<file path="config.mk">
export PLATFORM = sky130hd
export DESIGN_NAME = priority_scanner
export DESIGN_NICKNAME = d
export VERILOG_FILES = /design/src/rtl/priority_scanner_pkg.sv /design/src/rtl/ps_bit_find.sv /design/src/rtl/priority_scanner.sv
export SDC_FILE = /design/constraint.sdc
export NUM_CORES = 1
export LEC_CHECK = 0
export CAP_MARGIN = 30
export CELL_PAD_IN_SITES_DETAIL_PLACEMENT = 0
export CELL_PAD_IN_SITES_GLOBAL_PLACEMENT = 2
export CORE_UTILIZATION = 25
export CTS_CLUSTER_DIAMETER = 50
export DETAILED_ROUTE_END_ITERATION = 10
export PLACE_DENSITY_LB_ADDON = 0.1
export SLEW_MARGIN = 10
export SYNTH_ARGS = -nofsm -noshare
export SYNTH_HDL_FRONTEND = slang
export SYNTH_HIERARCHICAL = 1
export SYNTH_SLANG_ARGS = --single-unit
</file>
<file path="constraint.sdc">
create_clock -name clk_i -period 3.34 [get_ports clk_i]
set_input_delay 0.668 -clock clk_i [delete_from_list [all_inputs] [get_ports clk_i]]
set_output_delay 0.668 -clock clk_i [all_outputs]
set_load 0.005 [all_outputs]
</file>
<file path="src/rtl/priority_scanner_pkg.sv">
// Shared constants for priority_scanner: FSM state encoding, scan direction, popcount helper.
package priority_scanner_pkg;

   localparam logic [0:0] IDLE = 1'b0;
   localparam logic [0:0] SCAN = 1'b1;

   localparam logic DIR_LSB = 1'b0;
   localparam logic DIR_MSB = 1'b1;

   // Width-agnostic popcount; callers zero-extend to 64 bits.
   function automatic logic [6:0] popcount64(input logic [63:0] v);
      logic [6:0] c;
      c = '0;
      for (int i = 0; i < 64; i++) c = c + 7'(v[i]);
      return c;
   endfunction

endpackage

</file>
<file path="src/rtl/ps_bit_find.sv">
// Combinational finder: lowest (LSB-first) or highest (MSB-first) set bit of a word.
module ps_bit_find
   import priority_scanner_pkg::*;
#(
   parameter int unsigned WIDTH = 16,
   parameter int unsigned IDX_W = $clog2(WIDTH)
) (
   input  logic [WIDTH-1:0] word,
   input  logic             dir,
   output logic [WIDTH-1:0] onehot,
   output logic [IDX_W-1:0] index,
   output logic             single
);

   logic found;

   always_comb begin
      index = '0;
      found = 1'b0;
      for (int i = 0; i < int'(WIDTH); i++) begin
         if (dir == DIR_MSB) begin
            if (word[i]) index = IDX_W'(i);
         end else if (word[i] && !found) begin
            index = IDX_W'(i);
            found = 1'b1;
         end
      end
      onehot = (word != '0) ? (WIDTH'(1) << index) : '0;
      single = (word != '0) && ((word & (word - WIDTH'(1))) == '0);
   end

endmodule

</file>
<file path="src/rtl/priority_scanner.sv">
// Serialises the set bits of an accepted word into one-hot beats with ready/valid handshakes.
// Optional beat counters are enabled by defining PRIORITY_SCANNER_COUNT_EN.
module priority_scanner
   import priority_scanner_pkg::*;
#(
   parameter int unsigned WIDTH = 16,
   parameter int unsigned IDX_W = $clog2(WIDTH)
) (
   input  logic             clk_i,
   input  logic             arst_i,
   input  logic [WIDTH-1:0] data_i,
   input  logic             dir_i,
   input  logic             data_val_i,
   output logic             data_ready_o,
   output logic [WIDTH-1:0] onehot_o,
   output logic [IDX_W-1:0] index_o,
   output logic             last_o,
   output logic             zero_o,
   input  logic             onehot_ready_i,
   output logic             onehot_val_o
`ifdef PRIORITY_SCANNER_COUNT_EN
   ,
   output logic [IDX_W:0]   beat_num_o,
   output logic [IDX_W:0]   beat_total_o
`endif
);

   localparam int unsigned CNT_W = IDX_W + 1;

   logic [0:0]       state, state_nxt;
   logic [WIDTH-1:0] resid, resid_nxt;
   logic             dir_q, dir_nxt;
   logic             accept, consume;
   logic [WIDTH-1:0] f_onehot, onehot_nxt;
   logic [IDX_W-1:0] f_index, index_nxt;
   logic             f_single;
   logic             val_nxt, last_nxt, zero_nxt, ready_nxt;

   // Finder looks at the next residual so every beat output can be a flop.
   ps_bit_find #(.WIDTH(WIDTH), .IDX_W(IDX_W)) u_find (
      .word   (resid_nxt),
      .dir    (dir_nxt),
      .onehot (f_onehot),
      .index  (f_index),
      .single (f_single)
   );

   always_comb begin
      state_nxt = state;
      resid_nxt = resid;
      dir_nxt   = dir_q;
      accept    = data_ready_o && data_val_i;
      consume   = onehot_val_o && onehot_ready_i;
      case (state)
         IDLE: if (accept) begin
            state_nxt = SCAN;
            resid_nxt = data_i;
            dir_nxt   = dir_i;
         end
         SCAN: if (consume) begin
            resid_nxt = resid & ~onehot_o;
            if (last_o) state_nxt = IDLE;
         end
         default: state_nxt = IDLE;
      endcase

      val_nxt    = (state_nxt == SCAN);
      ready_nxt  = (state_nxt == IDLE);
      onehot_nxt = val_nxt ? f_onehot : '0;
      index_nxt  = val_nxt ? f_index : '0;
      // A zero word is its own single, final beat.
      last_nxt   = val_nxt && (f_single || (resid_nxt == '0));
      zero_nxt   = accept ? (data_i == '0) : (val_nxt && zero_o);
   end

   always_ff @(posedge clk_i or posedge arst_i) begin
      if (arst_i) begin
         state        <= IDLE;
         resid        <= '0;
         dir_q        <= DIR_LSB;
         data_ready_o <= 1'b1;
         onehot_val_o <= 1'b0;
         onehot_o     <= '0;
         index_o      <= '0;
         last_o       <= 1'b0;
         zero_o       <= 1'b0;
      end else begin
         state        <= state_nxt;
         resid        <= resid_nxt;
         dir_q        <= dir_nxt;
         data_ready_o <= ready_nxt;
         onehot_val_o <= val_nxt;
         onehot_o     <= onehot_nxt;
         index_o      <= index_nxt;
         last_o       <= last_nxt;
         zero_o       <= zero_nxt;
      end
   end

`ifdef PRIORITY_SCANNER_COUNT_EN
   logic [CNT_W-1:0] num_nxt, total_nxt;
   logic [6:0]       pc;

   always_comb begin
      pc = popcount64(64'(data_i));
      if (accept) begin
         num_nxt   = CNT_W'(1);
         total_nxt = (data_i == '0) ? CNT_W'(1) : CNT_W'(pc);
      end else if (val_nxt) begin
         num_nxt   = consume ? beat_num_o + CNT_W'(1) : beat_num_o;
         total_nxt = beat_total_o;
      end else begin
         num_nxt   = '0;
         total_nxt = '0;
      end
   end

   always_ff @(posedge clk_i or posedge arst_i) begin
      if (arst_i) begin
         beat_num_o   <= '0;
         beat_total_o <= '0;
      end else begin
         beat_num_o   <= num_nxt;
         beat_total_o <= total_nxt;
      end
   end
`endif

endmodule

</file>
Yosys cells after proc, flatten, opt, wreduce, memory -nomap -nowiden. Cells that the tools add are included.

Add/subtract/negate cells: 1. Shift operators: 1. Mux-type cells: 88. Bitwise logic cells: 5. Reductions and logical operators: 40.

Operator list (number): $mux W4 (44); $mux W16 (4); $logic_not A16 Y1 (3); $mux W1 (38); $and A16 B16 Y16 (2); $pmux W16 S2 (1); $logic_and A1 B1 Y1 (20); $not A16 Y16 (1); $reduce_bool A16 Y1 (1); $shl A1 B4 Y16 const A (1); $sub A16 B1 Y16 const B (1); $logic_not A1 Y1 (15); $not A1 Y1 (2); $pmux W1 S2 (1); $logic_or A1 B1 Y1 (1).

Bits in registers: 41. Input bits: 21. Output and inout port bits: 24. Logic and storage cells: 143.

Logic depth before layout (Yosys ltp). Gate-level depths: netlist (run 1).

Word-level depth: 69. Depth in mapped cells: 16. Depth with buffers taken out: 12.

Cells and area by module. Netlist (run 1), hierarchy kept.

Modules (own cells, without submodules): priority_scanner (times used 1, cells each 163, area an instance 1767.9 sq um, sequential area each 1027.2 sq um); ps_bit_find (times used 1, cells each 124, area an instance 785.8 sq um, sequential area each 0.0 sq um).

Least setup slack after synthesis (run 1). No wires, ideal clock.

Kind: input port to flip-flop. From: in data_val_i. To: reg last_o. Library setup time: 77 ps. Data arrival time: 3222 ps. Required time: 3263 ps. Setup slack: 40 ps. Cell stages on the path: 14. Path buffers: 3. Cells stage by stage: nand2_1 > nor2_1 > buf_2 > a211oi_1 > a21o_1 > buf_2 > or4_1 > buf_2 > or4_1 > a21oi_1 > a21oi_1 > nor3_2 > o21ai_0 > a21oi_1.

Longest elaborated chain between the ends: 9. Elaborated cells between the ends (all ways): 13. Classes of those cells: add/sub (1); mux (4); bitwise (1); reduce/logical (7).

RTL lines: start: declaration (RTL line priority_scanner.sv:13) `input logic data_val_i,`; $logic_and A1 B1 Y1 (*) (RTL line priority_scanner.sv:52) `accept = data_ready_o && data_val_i;`; $mux W16 (*) (RTL line priority_scanner.sv:55) `IDLE: if (accept) begin`; $pmux W16 S2 (*) (RTL line priority_scanner.sv:54) `case (state)`; net resid_nxt[8] (RTL line priority_scanner.sv:31) `logic [WIDTH-1:0] resid, resid_nxt;`; $sub A16 B1 Y16 (RTL line ps_bit_find.sv:29) `single = (word != '0) && ((word & (word - WIDTH'(1))) == '0);`; $and A16 B16 Y16 (RTL line ps_bit_find.sv:29); $logic_not A16 Y1 (RTL line ps_bit_find.sv:29); $logic_and A1 B1 Y1 (*) (RTL line ps_bit_find.sv:29); net f_single (RTL line priority_scanner.sv:36) `logic f_single;`; $logic_or A1 B1 Y1 (*) (RTL line priority_scanner.sv:72) `last_nxt = val_nxt && (f_single || (resid_nxt == '0));`; $logic_and A1 B1 Y1 (*) (RTL line priority_scanner.sv:72); net last_nxt (RTL line priority_scanner.sv:37) `logic val_nxt, last_nxt, zero_nxt, ready_nxt;`; end signal: assignment (RTL line priority_scanner.sv:95) `last_o <= last_nxt;`; end: declaration (RTL line priority_scanner.sv:17) `output logic last_o,`.

The timed path passes the listed nets; every way through them passes the cells marked *.

Worst setup path in the final report (run 1). Same ends and word-level chain as after synthesis.

==> impl_metrics.prom, run 1 <==
# TYPE chip_impl_metric gauge
chip_impl_info{name="run_status",value="completed"} 1
chip_impl_metric{name="clock-sinks",unit=""} 41
chip_impl_metric{name="antenna-diode-count",unit=""} 0
chip_impl_info{name="path_class",value="in2reg"} 1
chip_impl_metric{name="p_total",unit="mW"} 4.51
chip_impl_metric{name="maximum_clock_rate",unit="MHz"} 312
chip_impl_metric{name="ios",unit=""} 45
chip_impl_info{name="root_buffer",value="clkbuf_8"} 1
chip_impl_metric{name="worst-r2r-setup-slack",unit="ns"} 0.25
chip_impl_metric{name="pre_cts_slack",unit="ns"} -0.752
chip_impl_metric{name="grt_max_degree",unit=""} 42
chip_impl_metric{name="worstPathArrival",unit="ns"} 3.37
chip_impl_metric{name="drt-pass1-iter-count",unit=""} 4
chip_impl_metric{name="finalCriticalPeriod",unit="ns"} 3.20
chip_impl_info{name="setup.worst_path.start_class",value="primary input"} 1
chip_impl_metric{name="die_area",unit="um^2"} 10600
chip_impl_metric{name="detail-route-antenna-nets",unit=""} 0
chip_impl_info{name="hold_path_class",value="reg2reg"} 1
chip_impl_info{name="hold_path_startpoint",value="zero_o"} 1
chip_impl_metric{name="drt_first_iter_violations",unit=""} 97
chip_impl_metric{name="setup_viol",unit=""} 0
chip_impl_metric{name="total_count_of_hold_check_failures_in_the_final_report",unit=""} 0
chip_impl_metric{name="die_h",unit="um"} 103
chip_impl_metric{name="max-cap-violations",unit=""} 0
chip_impl_metric{name="synth-seq-area-share",unit=""} 0.402
chip_impl_metric{name="drc",unit=""} 0
chip_impl_info{name="yosys-top-cells-area",value="dfrtp_1, and2_1, a211oi_1"} 1
chip_impl_metric{name="synth-async-reset-ratio",unit=""} 1.00
chip_impl_metric{name="postCtsHoldBufs",unit=""} 0
chip_impl_info{name="reg2reg_from",value="data_ready_o"} 1
chip_impl_metric{name="grt_antenna_before_repair",unit=""} 0
chip_impl_metric{name="final_cycle_utilization_of_the_critical_path",unit=""} 0.959
chip_impl_metric{name="slew-limit-headroom",unit=""} 0.559
chip_impl_metric{name="grt_pass1_wl",unit="mm"} 14.8
chip_impl_info{name="cp_capture_type",value="register"} 1
chip_impl_metric{name="power-per-cell-area",unit="nW/um^2"} 1150
chip_impl_metric{name="setup_ws_post_layout",unit="ns"} 0.136
chip_impl_metric{name="ys_seq_elements",unit=""} 41
chip_impl_metric{name="htree_num_levels",unit=""} 2
chip_impl_metric{name="timing.hold.worst_path_depth",unit=""} 2
chip_impl_metric{name="placement.io_buffers",unit=""} 44
chip_impl_metric{name="cts_max_path_buffers",unit=""} 2
chip_impl_metric{name="starting_density_of_the_core",unit=""} 0.260
chip_impl_metric{name="placeableCoreArea",unit="um^2"} 9820
chip_impl_metric{name="die_w",unit="um"} 103
chip_impl_metric{name="flow.area_growth_from_synthesis",unit="%"} 53.3
chip_impl_metric{name="crit_required",unit="ns"} 3.51
chip_impl_metric{name="design.final.nets",unit=""} 425
chip_impl_metric{name="r2r.worst_path.cells",unit=""} 14
chip_impl_metric{name="via_count",unit=""} 2631
chip_impl_info{name="timing.rr.end",value="last_o"} 1
chip_impl_metric{name="postSynthNetCount",unit=""} 308
chip_impl_metric{name="cp_max_fo",unit=""} 6
chip_impl_metric{name="tns",unit="ns"} 0
chip_impl_metric{name="worstMarginPinSlew",unit="ns"} 0.654
chip_impl_metric{name="hold_slack",unit="ns"} 0.543
chip_impl_metric{name="post-synth-top-area-fraction",unit=""} 0.392
chip_impl_metric{name="post_synth.cell_area_avg",unit="um^2"} 8.90
chip_impl_metric{name="track_usage",unit=""} 0.187
chip_impl_metric{name="overflow",unit=""} 0
chip_impl_metric{name="synth_area",unit="um^2"} 2550
chip_impl_info{name="hold_path_end",value="zero_o"} 1
chip_impl_metric{name="clk_pin_slew_worst_paths",unit="ns"} 0.08
chip_impl_metric{name="vdd_ir_drop_max",unit="mV"} 0.472
chip_impl_metric{name="wl_per_cell",unit="um"} 17.2
chip_impl_metric{name="cellLeakagePower",unit="nW"} 1.77
chip_impl_metric{name="via_count_of_the_first_global_routing_pass",unit=""} 2738
chip_impl_metric{name="cts-buffers-inserted",unit=""} 5
chip_impl_info{name="synth_top_cell_by_area",value="dfrtp_1"} 1
chip_impl_metric{name="detailed_place_hpwl",unit="mm"} 7.15
chip_impl_metric{name="yosys_warnings",unit=""} 6
chip_impl_metric{name="share_of_final_layout_standard_cells_stronger_than_drive_strength_1",unit=""} 0.306
chip_impl_info{name="tritoncts",value="built"} 1
chip_impl_metric{name="number_of_slew_limit_violations_in_the_final_report",unit=""} 0
chip_impl_metric{name="row_count",unit=""} 36
chip_impl_info{name="dominant_synthesized_flop_cell",value="dfrtp_1"} 1
chip_impl_metric{name="globalplace.congestion",unit=""} 0.836
chip_impl_metric{name="route.final.wire_length",unit="mm"} 9.23
chip_impl_metric{name="final_core_util",unit=""} 0.399
chip_impl_metric{name="netlist-cell-type-count",unit=""} 53
chip_impl_metric{name="vias_per_cell",unit=""} 4.89
chip_impl_metric{name="synth_enable_flop_cells",unit=""} 0
chip_impl_metric{name="source_to_sink_clock_delay_at_the_later_pin_of_the_worst_skew_pair",unit="ns"} 0.28
chip_impl_metric{name="synthesis.instances",unit=""} 287
chip_impl_metric{name="timing.clock.skew",unit="ns"} 0.00533
routing by layer:
layer / track usage / vias up / part of all wire / wire length [um]
li1: - / 1282 / - / -
met1: 0.246 / 1277 / 0.46 / 4290
met2: 0.326 / 63 / 0.49 / 4540
met3: 0.0231 / 9 / 0.035 / 323
met4: 0.0423 / 0 / 0.0088 / 81
met5: 0 / - / 0 / 0
cells in the mapped netlist (all sizes together), types with 2 or more instances:
library cell   n
o21bai         2
nor2b          3
o31ai          3
buf           11
o22ai          8
a31oi          2
nor3b          4
nor4          18
o21ai         10
nor2          15
or4            6
clkbuf         5
o211ai         3
inv           24
nand2         24
nor3          15
a2111oi        2
a21oi         11
and2          23
a211oi        15
a21o          15
dfrtp         40
maj3           2
nand2b         3
nand3          5
cell families after synthesis:
group | synth area share
and+or+nand+nor | 0.294
buffers and inverters | 0.0676
adders and majority gates | 0.00784
DFF | 0.402
AOI/OAI and AO/OA | 0.224
xor gates and xnor gates | 0.00343
flip-flops by register name (all words and copies together) (netlist names):
signal,cells
data_ready_o,1
dir_q,1
state,1
index_o,4
last_o,1
zero_o,1
onehot_o,16
resid,16
area by class of cell:
type,instances,area [um^2]
Multi-Input combinational cell,206,1470
Clock buffer,7,76.3
Tap cell,133,166
Inverter,25,93.8
Timing Repair Buffer,125,1070
Clock inverter,1,5.00
Sequential cell,41,1030
Fill cell,1051,5900
layout by cell type, fill, tap and decap left out, types with 3 or more instances in the layout:
cell	netlist	layout
a211oi_1	15	15
nor4_1	13	13
clkbuf_8	0	5
inv_1	23	23
nor2b_1	3	3
o31ai_1	3	3
or4_4	1	5
and2_1	23	21
o22ai_1	8	8
nor3b_2	4	3
buf_6	0	4
nor3_1	13	12
nor4_4	3	3
dfrtp_1	40	40
nor2_1	15	13
buf_4	2	76
o21ai_0	7	6
o211ai_1	3	3
nand2_1	22	21
a21oi_1	10	8
o21ai_1	3	4
a21o_1	15	15
clkdlybuf4s50_1	0	42
a21oi_2	1	3
nand2b_1	3	3
nand3_1	5	5
where the power goes:
| part | leakage (nW) | internal (mW) | switching, mW |
|---|---|---|---|
| clock network | 0.0422 | 0.147 | 0.163 |
| registers | 0.536 | 0.690 | 0.147 |
| logic | 1.19 | 1.65 | 1.71 |
metrics by stage:
stage                     cells  area (um^2)
after global routing        538         3920
final                       538         3920
after floorplan             287         2550
after global placement      508         3550
after CTS                   537         3870
after detailed placement    508         3550
timing repair:
item	CTS	global route
gates resized for setup	24	7
pin swaps	20	2
gates cloned	1	0
endpoints found under the setup margin	16	6
buffers inserted	21	1
worst max-delay path, cell delays in order:
cell	delay [ns]
dlygate4sd2_1	0.24
nand2_2	0.09
nor2_4	0.06
buf_6	0.12
buf_6	0.11
buf_4	0.14
a21o_1	0.22
or4_4	0.58
nor3_4	0.24
xor2_1	0.18
o21ai_1	0.11
a21oi_2	0.20
nor3_4	0.08
a311oi_2	0.25
a21oi_1	0.07
how the worst max path moves through the flow:
stage,from,endpoint,slack [ns],cells after the start
final,data_val_i,last_o,0.14,15
after detailed placement,onehot_ready_i,last_o,-0.75,13
after floorplan,data_val_i,last_o,0.04,14
after global routing,onehot_ready_i,onehot_o[12],-0.007,15
after CTS,onehot_ready_i,onehot_o[10],0.16,15
after global placement,onehot_ready_i,last_o,-0.73,12
(Power assumes the default switching activity.)
==> run 2: changes to the inputs <==
Settings changed: GPL_ROUTABILITY_DRIVEN set to 0, SYNTH_HIERARCHICAL 1 to not set.
==> impl_metrics.prom, run 2 <==
# TYPE chip_impl_metric gauge
chip_impl_metric{name="synth_compound_gate_area_share",unit=""} 0.299
chip_impl_metric{name="drt_first_iter_violations",unit=""} 113
chip_impl_metric{name="pre_cts_slack",unit="ns"} -0.260
chip_impl_info{name="synth.cells.most_frequent",value="dfrtp_1, nand2_1, nand3_1, a21oi_1"} 1
chip_impl_metric{name="drt-pass1-iter-count",unit=""} 5
chip_impl_metric{name="htree_num_levels",unit=""} 2
chip_impl_metric{name="timing.hold.worst_path_depth",unit=""} 2
chip_impl_metric{name="antenna-diode-count",unit=""} 0
chip_impl_metric{name="post_synth.cell_area_avg",unit="um^2"} 8.96
chip_impl_metric{name="buffers_plus_inverters_on_the_worst_setup_path",unit=""} 4
chip_impl_metric{name="synth-seq-area-share",unit=""} 0.371
chip_impl_metric{name="die_area",unit="um^2"} 11500
chip_impl_info{name="crit_slowest_cell",value="clkdlybuf4s50_1"} 1
chip_impl_metric{name="postSynthNetCount",unit=""} 330
chip_impl_metric{name="final_cycle_utilization_of_the_critical_path",unit=""} 0.944
chip_impl_metric{name="maximum_clock_rate",unit="MHz"} 317
chip_impl_metric{name="placeableCoreArea",unit="um^2"} 10800
chip_impl_metric{name="power-per-cell-area",unit="nW/um^2"} 1050
chip_impl_info{name="cp_capture_type",value="register"} 1
chip_impl_metric{name="worstMarginPinSlew",unit="ns"} 0.658
chip_impl_metric{name="yosys.area_share.adder",unit=""} 0.00723
chip_impl_metric{name="cellLeakagePower",unit="nW"} 1.73
chip_impl_metric{name="cts-buffers-inserted",unit=""} 5
chip_impl_metric{name="drc",unit=""} 0
chip_impl_metric{name="grt_pass1_wl",unit="mm"} 17.1
chip_impl_metric{name="row_count",unit=""} 38
chip_impl_info{name="cpLargestDelayFamily",value="buffers and inverters"} 1
chip_impl_metric{name="cp_max_fo",unit=""} 13
chip_impl_metric{name="crit_required",unit="ns"} 3.55
chip_impl_info{name="layout_commonest_cell",value="buf_4"} 1
chip_impl_metric{name="total_count_of_hold_check_failures_in_the_final_report",unit=""} 0
chip_impl_metric{name="number_of_slew_limit_violations_in_the_final_report",unit=""} 0
chip_impl_metric{name="clock-sinks",unit=""} 41
chip_impl_metric{name="cts_max_path_buffers",unit=""} 2
chip_impl_metric{name="cts_resized",unit=""} 0
chip_impl_metric{name="cts.repair_timing.setup_buffer_count",unit=""} 0
chip_impl_info{name="yosys-top-cells-area",value="dfrtp_1, nand3_1, nand2_1"} 1
chip_impl_metric{name="synthesis.instances",unit=""} 309
chip_impl_metric{name="setup_ws_post_layout",unit="ns"} 0.188
chip_impl_metric{name="synth_enable_flop_cells",unit=""} 0
chip_impl_metric{name="via_count_of_the_first_global_routing_pass",unit=""} 2991
chip_impl_metric{name="p_total",unit="mW"} 4.20
chip_impl_metric{name="vdd_ir_drop_max",unit="mV"} 0.501
chip_impl_info{name="path_cells",value="clkdlybuf4s50_1, and3b_1, buf_4, o31a_2, inv_1, nor2_1, buf_4, a31oi_1, o22a_1, nand2_1, nor4_2"} 1
chip_impl_metric{name="synth-async-reset-ratio",unit=""} 1.00
chip_impl_info{name="most_frequent_cell_after_synthesis",value="dfrtp_1"} 1
chip_impl_metric{name="finalCriticalPeriod",unit="ns"} 3.15
chip_impl_info{name="layout_top_registers",value="onehot_o: 16 flops, resid: 16 flops, index_o: 4 flops"} 1
chip_impl_metric{name="die_w",unit="um"} 107
chip_impl_metric{name="grt_antenna_before_repair",unit=""} 0
chip_impl_metric{name="postCtsHoldBufs",unit=""} 0
chip_impl_metric{name="source_to_sink_clock_delay_at_the_later_pin_of_the_worst_skew_pair",unit="ns"} 0.31
chip_impl_metric{name="r2r.worst_path.cells",unit=""} 10
chip_impl_metric{name="timing.clock.skew",unit="ns"} 0.00595
chip_impl_metric{name="wl_per_cell",unit="um"} 19.5
chip_impl_metric{name="grt_max_degree",unit=""} 42
chip_impl_metric{name="synth_area",unit="um^2"} 2770
chip_impl_metric{name="worstPathArrival",unit="ns"} 3.36
chip_impl_metric{name="flow.area_growth_from_synthesis",unit="%"} 44.4
chip_impl_metric{name="vias_per_cell",unit=""} 5.28
chip_impl_metric{name="final_core_util",unit=""} 0.370
chip_impl_metric{name="yosys.area_share.simple",unit=""} 0.261
chip_impl_metric{name="detail-route-antenna-nets",unit=""} 0
chip_impl_metric{name="instance_count_on_the_critical_path",unit=""} 11
chip_impl_info{name="hold_path_class",value="reg2reg"} 1
chip_impl_metric{name="ys_seq_elements",unit=""} 41
chip_impl_metric{name="detailed_place_hpwl",unit="mm"} 8.61
chip_impl_metric{name="synth.mux.area_fraction",unit=""} 0.00814
chip_impl_metric{name="placedInstanceArea",unit="um^2"} 3870
chip_impl_metric{name="clk_pin_slew_worst_paths",unit="ns"} 0.10
chip_impl_metric{name="placement.io_buffers",unit=""} 44
chip_impl_info{name="timing.critical_path.mode_cell",value="buf_4"} 1
chip_impl_metric{name="post-synth-top-area-fraction",unit=""} 0.362
chip_impl_info{name="path_class",value="in2reg"} 1
chip_impl_metric{name="hold_slack",unit="ns"} 0.542
chip_impl_metric{name="critical-path-max-stage-delay",unit="ns"} 0.47
chip_impl_metric{name="yosys_warnings",unit=""} 0
chip_impl_metric{name="share_of_final_layout_standard_cells_stronger_than_drive_strength_1",unit=""} 0.256
chip_impl_metric{name="design_area",unit="um^2"} 4000
chip_impl_info{name="setup.worst_path.start_class",value="primary input"} 1
chip_impl_metric{name="synth_xor_area_frac",unit=""} 0
chip_impl_metric{name="ios",unit=""} 45
chip_impl_info{name="setup_repair_after_global_routing_missed_its_margin",value="false"} 1
chip_impl_metric{name="track_usage",unit=""} 0.199
chip_impl_metric{name="final-instance-count-excl-fill",unit=""} 558
chip_impl_info{name="tritoncts",value="built"} 1
chip_impl_metric{name="starting_density_of_the_core",unit=""} 0.256
chip_impl_metric{name="max-cap-violations",unit=""} 0
chip_impl_metric{name="overflow",unit=""} 0
chip_impl_metric{name="tns",unit="ns"} 0
chip_impl_metric{name="route.final.wire_length",unit="mm"} 10.9
chip_impl_info{name="synth_top_cell_by_area",value="dfrtp_1"} 1
chip_impl_info{name="run_status",value="completed"} 1
chip_impl_metric{name="post-place-cells",unit=""} 550
chip_impl_metric{name="via_count",unit=""} 2945
chip_impl_info{name="combinational_family_with_the_most_area_after_synthesis",value="compound AO/OA/AOI/OAI gates"} 1
chip_impl_metric{name="slew-limit-headroom",unit=""} 0.557
chip_impl_info{name="root_buffer",value="clkbuf_8"} 1
chip_impl_info{name="mostFrequentLayoutCells",value="buf_4, clkdlybuf4s50_1, dfrtp_1, nand2_1, nand3_1"} 1
chip_impl_metric{name="die_h",unit="um"} 107
chip_impl_metric{name="setup_viol",unit=""} 0
chip_impl_metric{name="netlist-cell-type-count",unit=""} 74
chip_impl_info{name="dominant_synthesized_flop_cell",value="dfrtp_1"} 1
chip_impl_metric{name="nFillCells",unit=""} 1141
chip_impl_metric{name="design.final.nets",unit=""} 438
run 2: changes by cell type after synthesis, moves of 8 or more:
cell / delta
nand3_1: +24
and2_1: -21
a211oi_1: -13
a21o_1: -13
a21oi_1: +12
nor4_1: -10
inv_1: -9
nand2_1: +8
run 2: where the power goes:
group          total, mW  leakage [nW]  internal, mW  switching (mW)
sequential         0.838         0.536         0.679           0.158
clock              0.438        0.0543         0.224           0.213
combinational       2.92          1.14          1.36            1.56
total               4.20          1.73          2.26            1.93
run 2: cell type report:
type                            instances  area, um^2  area share
Timing Repair Buffer                  117        1010       0.254
Clock buffer                            5        68.8      0.0172
Sequential cell                        41        1030       0.257
Tap cell                              140         175      0.0438
Inverter                               16        60.1      0.0150
Multi-Input combinational cell        236        1610       0.402
Clock inverter                          3        46.3      0.0116
run 2: worst paths after layout:
kind | start | to | slack, ns
max | data_val_i | onehot_o[4] | 0.19
min | zero_o | zero_o | 0.54
max reg2reg | state | onehot_o[3] | 0.42
min reg2reg | zero_o | zero_o | 0.54
max in group asynchronous | arst_i | onehot_o[8] | 2.15
min in group asynchronous | arst_i | onehot_o[2] | 0.79
run 2: tightest hold or removal path: stages (launching register included):
cell and delay, ns:
dfrtp_1 0.37, nand3_1 0.07, o21ai_0 0.07
run 2: logic make-up (layout without fill, tap and decap cells):
kind of cell | Yosys count | count (layout)
simple gates | 130 | 130
compound gates | 103 | 103
flops | 41 | 41
buf+inv | 32 | 141
fa+ha+maj | 2 | 2
mux | 1 | 1
run 2: layer usage:
metal / routed length (um) / global-route usage
met1: 5290 / 0.278
met2: 5070 / 0.329
met3: 446 / 0.0249
met4: 97 / 0.0372
met5: 0 / 0
==> run 3: changes to the inputs <==
Settings changed: CORE_UTILIZATION 25 to 29, MAX_ROUTING_LAYER set to met4.
==> impl_metrics.prom, run 3 (synthesis gave the netlist of run 2 again) <==
# TYPE chip_impl_metric gauge
chip_impl_info{name="run_status",value="completed"} 1
chip_impl_metric{name="maximum_clock_rate",unit="MHz"} 312
chip_impl_info{name="hold_path_startpoint",value="zero_o"} 1
chip_impl_metric{name="drt_first_iter_violations",unit=""} 196
chip_impl_metric{name="timing.clock.skew",unit="ns"} 0.00965
chip_impl_metric{name="vdd_ir_drop_max",unit="mV"} 0.404
chip_impl_metric{name="clk_pin_slew_worst_paths",unit="ns"} 0.09
chip_impl_info{name="crit_slowest_cell",value="clkdlybuf4s50_1"} 1
chip_impl_metric{name="grt_antenna_before_repair",unit=""} 0
chip_impl_metric{name="nFillCells",unit=""} 929
chip_impl_metric{name="wl_per_cell",unit="um"} 19.1
chip_impl_metric{name="worstPathArrival",unit="ns"} 3.40
chip_impl_metric{name="vias_per_cell",unit=""} 5.49
chip_impl_info{name="worstSetupStartpoint",value="onehot_ready_i"} 1
chip_impl_metric{name="net-switching-power",unit="mW"} 1.84
chip_impl_metric{name="cts.repair_timing.setup_buffer_count",unit=""} 0
chip_impl_metric{name="critical-path-max-stage-delay",unit="ns"} 0.53
chip_impl_metric{name="setup_viol",unit=""} 0
chip_impl_metric{name="detail-route-antenna-nets",unit=""} 0
chip_impl_info{name="hold_path_class",value="reg2reg"} 1
chip_impl_metric{name="post-place-cells",unit=""} 525
chip_impl_metric{name="power_frac_comb",unit=""} 0.680
chip_impl_metric{name="ios",unit=""} 45
chip_impl_metric{name="share_of_final_layout_standard_cells_stronger_than_drive_strength_1",unit=""} 0.228
chip_impl_metric{name="cts_max_path_buffers",unit=""} 2
chip_impl_metric{name="via_count_of_the_first_global_routing_pass",unit=""} 2871
chip_impl_metric{name="placeableCoreArea",unit="um^2"} 9240
chip_impl_metric{name="slew-limit-headroom",unit=""} 0.634
chip_impl_metric{name="design.final.nets",unit=""} 424
chip_impl_info{name="reg2reg_from",value="data_ready_o"} 1
chip_impl_info{name="mostFrequentLayoutCells",value="buf_4, clkdlybuf4s50_1, dfrtp_1, nand2_1, nand3_1"} 1
chip_impl_metric{name="final_core_util",unit=""} 0.419
chip_impl_metric{name="total_count_of_hold_check_failures_in_the_final_report",unit=""} 0
chip_impl_metric{name="via_count",unit=""} 2925
chip_impl_metric{name="pwr-share-seq",unit=""} 0.215
chip_impl_metric{name="flow.area_growth_from_synthesis",unit="%"} 39.9
chip_impl_metric{name="cp_max_fo",unit=""} 4
chip_impl_metric{name="p_int",unit="mW"} 2.14
chip_impl_metric{name="worstMarginPinSlew",unit="ns"} 0.548
chip_impl_info{name="root_buffer",value="clkbuf_8"} 1
chip_impl_metric{name="placement.io_buffers",unit=""} 44
chip_impl_metric{name="cts_resized",unit=""} 0
chip_impl_metric{name="number_of_slew_limit_violations_in_the_final_report",unit=""} 0
chip_impl_metric{name="drt-pass1-iter-count",unit=""} 5
chip_impl_info{name="layout_top_registers",value="onehot_o: 16 flops, resid: 16 flops, index_o: 4 flops"} 1
chip_impl_info{name="path_cells",value="clkdlybuf4s50_1, nand3_2, a2111o_1, o32a_1, nor3_2, o21ai_1, a221o_1, buf_4, a211oi_2"} 1
chip_impl_metric{name="hold_slack",unit="ns"} 0.523
chip_impl_info{name="cpLargestDelayFamily",value="compound AO/OA/AOI/OAI gates"} 1
chip_impl_metric{name="final_cycle_utilization_of_the_critical_path",unit=""} 0.959
chip_impl_metric{name="clock-sinks",unit=""} 41
chip_impl_metric{name="drc",unit=""} 0
chip_impl_metric{name="grt_max_degree",unit=""} 42
chip_impl_metric{name="track_usage",unit=""} 0.223
chip_impl_metric{name="row_count",unit=""} 35
chip_impl_metric{name="final-instance-count-excl-fill",unit=""} 533
chip_impl_info{name="setup.worst_path.start_class",value="primary input"} 1
chip_impl_info{name="setup_repair_after_global_routing_missed_its_margin",value="false"} 1
chip_impl_metric{name="postCtsHoldBufs",unit=""} 0
chip_impl_metric{name="overflow",unit=""} 0
chip_impl_metric{name="netSwitchingFraction",unit=""} 0.462
chip_impl_info{name="path_class",value="in2reg"} 1
chip_impl_metric{name="route.final.wire_length",unit="mm"} 10.2
chip_impl_metric{name="part_of_the_total_power_dissipated_in_the_clock_network",unit=""} 0.105
chip_impl_metric{name="crit_required",unit="ns"} 3.54
chip_impl_metric{name="max-cap-violations",unit=""} 0
chip_impl_metric{name="detailed_place_hpwl",unit="mm"} 8.15
chip_impl_metric{name="source_to_sink_clock_delay_at_the_later_pin_of_the_worst_skew_pair",unit="ns"} 0.30
chip_impl_metric{name="die_area",unit="um^2"} 9940
chip_impl_metric{name="die_h",unit="um"} 99.7
chip_impl_metric{name="die_w",unit="um"} 99.7
chip_impl_info{name="layout_commonest_cell",value="buf_4"} 1
chip_impl_metric{name="buffers_plus_inverters_on_the_worst_setup_path",unit=""} 2
chip_impl_metric{name="cts-buffers-inserted",unit=""} 5
chip_impl_info{name="tritoncts",value="built"} 1
chip_impl_metric{name="power-per-cell-area",unit="nW/um^2"} 1030
chip_impl_metric{name="finalCriticalPeriod",unit="ns"} 3.20
chip_impl_metric{name="grt_pass1_wl",unit="mm"} 16.4
chip_impl_info{name="cp_capture_type",value="register"} 1
chip_impl_metric{name="starting_density_of_the_core",unit=""} 0.300
chip_impl_metric{name="htree_num_levels",unit=""} 2
chip_impl_metric{name="antenna-diode-count",unit=""} 0
chip_impl_metric{name="cellLeakagePower",unit="nW"} 1.66
## run 3: cell count changes in the layout (fill, tap and decap cells not counted), sizes merged
cell / change
buf: -14
## run 3: worst paths after layout
check	end	cells after the start	slack (ns)
worst max-delay path	onehot_o[5]	9	0.14
worst min-delay path	zero_o	2	0.52
worst max register to register	onehot_o[2]	10	0.31
worst min register to register	zero_o	2	0.52
max in group asynchronous	data_ready_o	3	2.16
min in group asynchronous	onehot_o[2]	3	0.79
## run 3: final cells by class
type	count	area, um^2	share of cell area
well taps	129	161	0.0417
repair buffers	103	908	0.235
multi-input cells	236	1600	0.413
clock inverters	3	46.3	0.0120
clock buffers	5	68.8	0.0178
inverters	16	60.1	0.0155
flip-flops and latches	41	1030	0.265
## run 3: routing by layer
| layer | wire length [um] | track usage |
|---|---|---|
| met1 | 4770 | 0.309 |
| met5 | 0 | - |
| met4 | 128 | 0.0498 |
| met2 | 4830 | 0.348 |
| met3 | 460 | 0.0253 |
## run 3: per-stage QoR
| step | setup TNS, ns | worst slack (ns) | cell area, um^2 | total power, mW |
|---|---|---|---|---|
| detailed placement | -1.31 | -0.186 | 3750 | 3.53 |
| global route | 0 | 0.00913 | 3870 | 4.27 |
| global placement | -1.16 | -0.286 | 3750 | 3.56 |
| finish | 0 | 0.137 | 3870 | 3.98 |
| floorplan | 0 | 0.655 | 2770 | 2.37 |
| CTS | 0 | 0.121 | 3860 | 3.97 |
## run 3: power groups by stage
stage	clock network [mW]	registers [mW]	logic, mW
finish	0.418	0.855	2.70
global route	0.455	0.877	2.94
CTS	0.437	0.852	2.69
detailed placement	0	0.858	2.67
global placement	0	0.865	2.70
floorplan	0	0.795	1.57
## run 3: worst min-delay path: stages (launching register included)
cell	delay, ns
dfrtp_1	0.36
nand3_1	0.06
o21ai_0	0.06
==> variant: new RTL, settings of run 1 <==
`WIDTH` is set to 16 in 2 places; all go to 8.
--- a/src/rtl/ps_bit_find.sv
+++ b/src/rtl/ps_bit_find.sv
@@ -3,5 +3,5 @@
    import priority_scanner_pkg::*;
 #(
-   parameter int unsigned WIDTH = 16,
+   parameter int unsigned WIDTH = 8,
    parameter int unsigned IDX_W = $clog2(WIDTH)
 ) (
--- a/src/rtl/priority_scanner.sv
+++ b/src/rtl/priority_scanner.sv
@@ -4,5 +4,5 @@
    import priority_scanner_pkg::*;
 #(
-   parameter int unsigned WIDTH = 16,
+   parameter int unsigned WIDTH = 8,
    parameter int unsigned IDX_W = $clog2(WIDTH)
 ) (
Interface: changed (resized data_i, index_o and onehot_o); port bits go from 45 to 28. The function was not compared with the original's and may differ.
==> variant against run 1 <==
Worst setup slack better by 0.19 ns. Sequential power shrank 41%. Wire length fell by 57%. Maximum frequency increased by 6.3%. Final area is 52% lower. Critical path depth decreased by 6. Power down 56%. Sequential cell count is 17 lower. Sequential share of layout area grew 6.1 points. Area after synthesis down 45%. Clock power shrank 37%. Critical endpoint is now onehot_o[3]. Largest cell class unchanged. Largest power group unchanged. Highest routed layer unchanged.
==> variant: results (changes against run 1) <==
nets@finish 199 (-53%); H-tree levels 1 (-1); R2R Setup Slk 0.68 ns (+0.43 ns); vias in the first global route 1166 (-57%); Final Wtd Congestion 0.779 (-6.9%); Syn Area/Cell 9.30 µm² (+4.5%); Post-CTS Repair Setup Buffers 0 (-100%); commonest cells in the netlist dfrtp_1 (23), inv_1 (13), nor2b_1 (12); switching portion of total power 0.426 (-0.0213); GRT Residual Overflow 0 (unchanged); syn nets 164 (-47%); Synth Area in Compound Gates 0.235 (+0.0109); DP Wirelength 3060 µm (-57%); top post-synthesis cells by area dfrtp_1 (41%), nor2b_1 (5.3%), a21o_1 (3.7%); Worst R2R Path Depth 8 (-6); max_slew headroom 0.628 (+0.0689); largest stage delay on the critical path 0.56 ns (-0.02 ns); number of antenna violations at the first check in global routing 0 (unchanged); Cell variety after synth 48 (-9.4%); Post-Synth Adder-Cell Area 0 (-0.00784); largest registers onehot_o x8, resid x8, index_o x3; Peak VDD IR 0.000299 V (-37%); DRT iter0 DRCs 51 (-47%); crit path DAT 3.22 ns (-0.15 ns); CTS resizes 0 (-100%); GR Util met3 0.0143 (-0.00877); via count 1260 (-52%); drt wl/cell 15.5 µm (-10%); # fillers 543 (-48%); dpl cells 250 (-51%); xor/xnor cell area share of the yosys netlist 0.0125 (+0.00905); Static Leak 0.823 nW (-53%); layout cells sized above 1 0.135 (-0.171); crit-path max FO 16 (+10); global-route wire length before repair 6130 µm (-59%); status finished, final reports clean; Worst Skew 0.00871 ns (+0.00338 ns); drt via density 4.94 (+1.0%); largest net degree at the start of global routing 25 (-40%); GR Util All Layers 0.137 (-0.0495); reg-to-reg critical path endpoint onehot_o[3]
==> variant: cell count changes after synthesis, sizes merged, moves of 11 or more <==
cell / delta
and2: -21
dfrtp: -17
inv: -11
nand2: -13
nor3: -13
nor4: -14
==> variant: worst max-delay path by stage <==
stage                           from          end
after floorplan           data_val_i  onehot_o[3]
after global placement    data_val_i  onehot_o[3]
after detailed placement  data_val_i  onehot_o[3]
after CTS                 data_val_i  onehot_o[3]
after global routing      data_val_i  onehot_o[3]
final                     data_val_i  onehot_o[3]
==> variant: layout make-up <==
cell class                 instances  area, µm²  share of cell area
clock buffer                       4       55.1              0.0295
inverter                          13       48.8              0.0262
multi-input combinational        105        689               0.370
sequential                        24        602               0.323
tap                               70       87.6              0.0470
timing repair buffer              39        380               0.204
==> variant: worst reg2reg max path: cells and delay by family (launching register included) <==
family           cells  cell delay [ns]
AND/OR/NAND/NOR      4             1.44
flip-flops           1             0.54
AO/OA/AOI/OAI        3             0.41
multiplexers         1             0.20
==> variant: stage by stage <==
step / hold slack, ns / total power [mW] / area [µm²] / setup WS [ns]
after CTS: 0.546 / 1.97 / 1840 / 0.311
after detailed placement: 0.527 / 1.77 / 1780 / 0.0407
after global placement: 0.517 / 1.77 / 1780 / 0.0280
final: 0.537 / 1.96 / 1860 / 0.325
after global routing: 0.604 / 2.12 / 1860 / 0.152
after floorplan: 0.495 / 1.34 / 1400 / 0.429
==> variant: per-layer routing <==
metal / wire, µm / vias to the layer above
met5: 0 / -
met4: 74 / 0
met3: 181 / 7
met2: 1860 / 39
met1: 1820 / 610
li1: - / 604
==> variant: power by group through the flow <==
stage	Combinational (mW)	Clock, mW	Sequential (mW)
CTS	1.27	0.200	0.499
floorplan	0.844	0	0.492
finish	1.27	0.194	0.498
global route	1.39	0.216	0.512
detailed placement	1.26	0	0.505
global placement	1.27	0	0.505
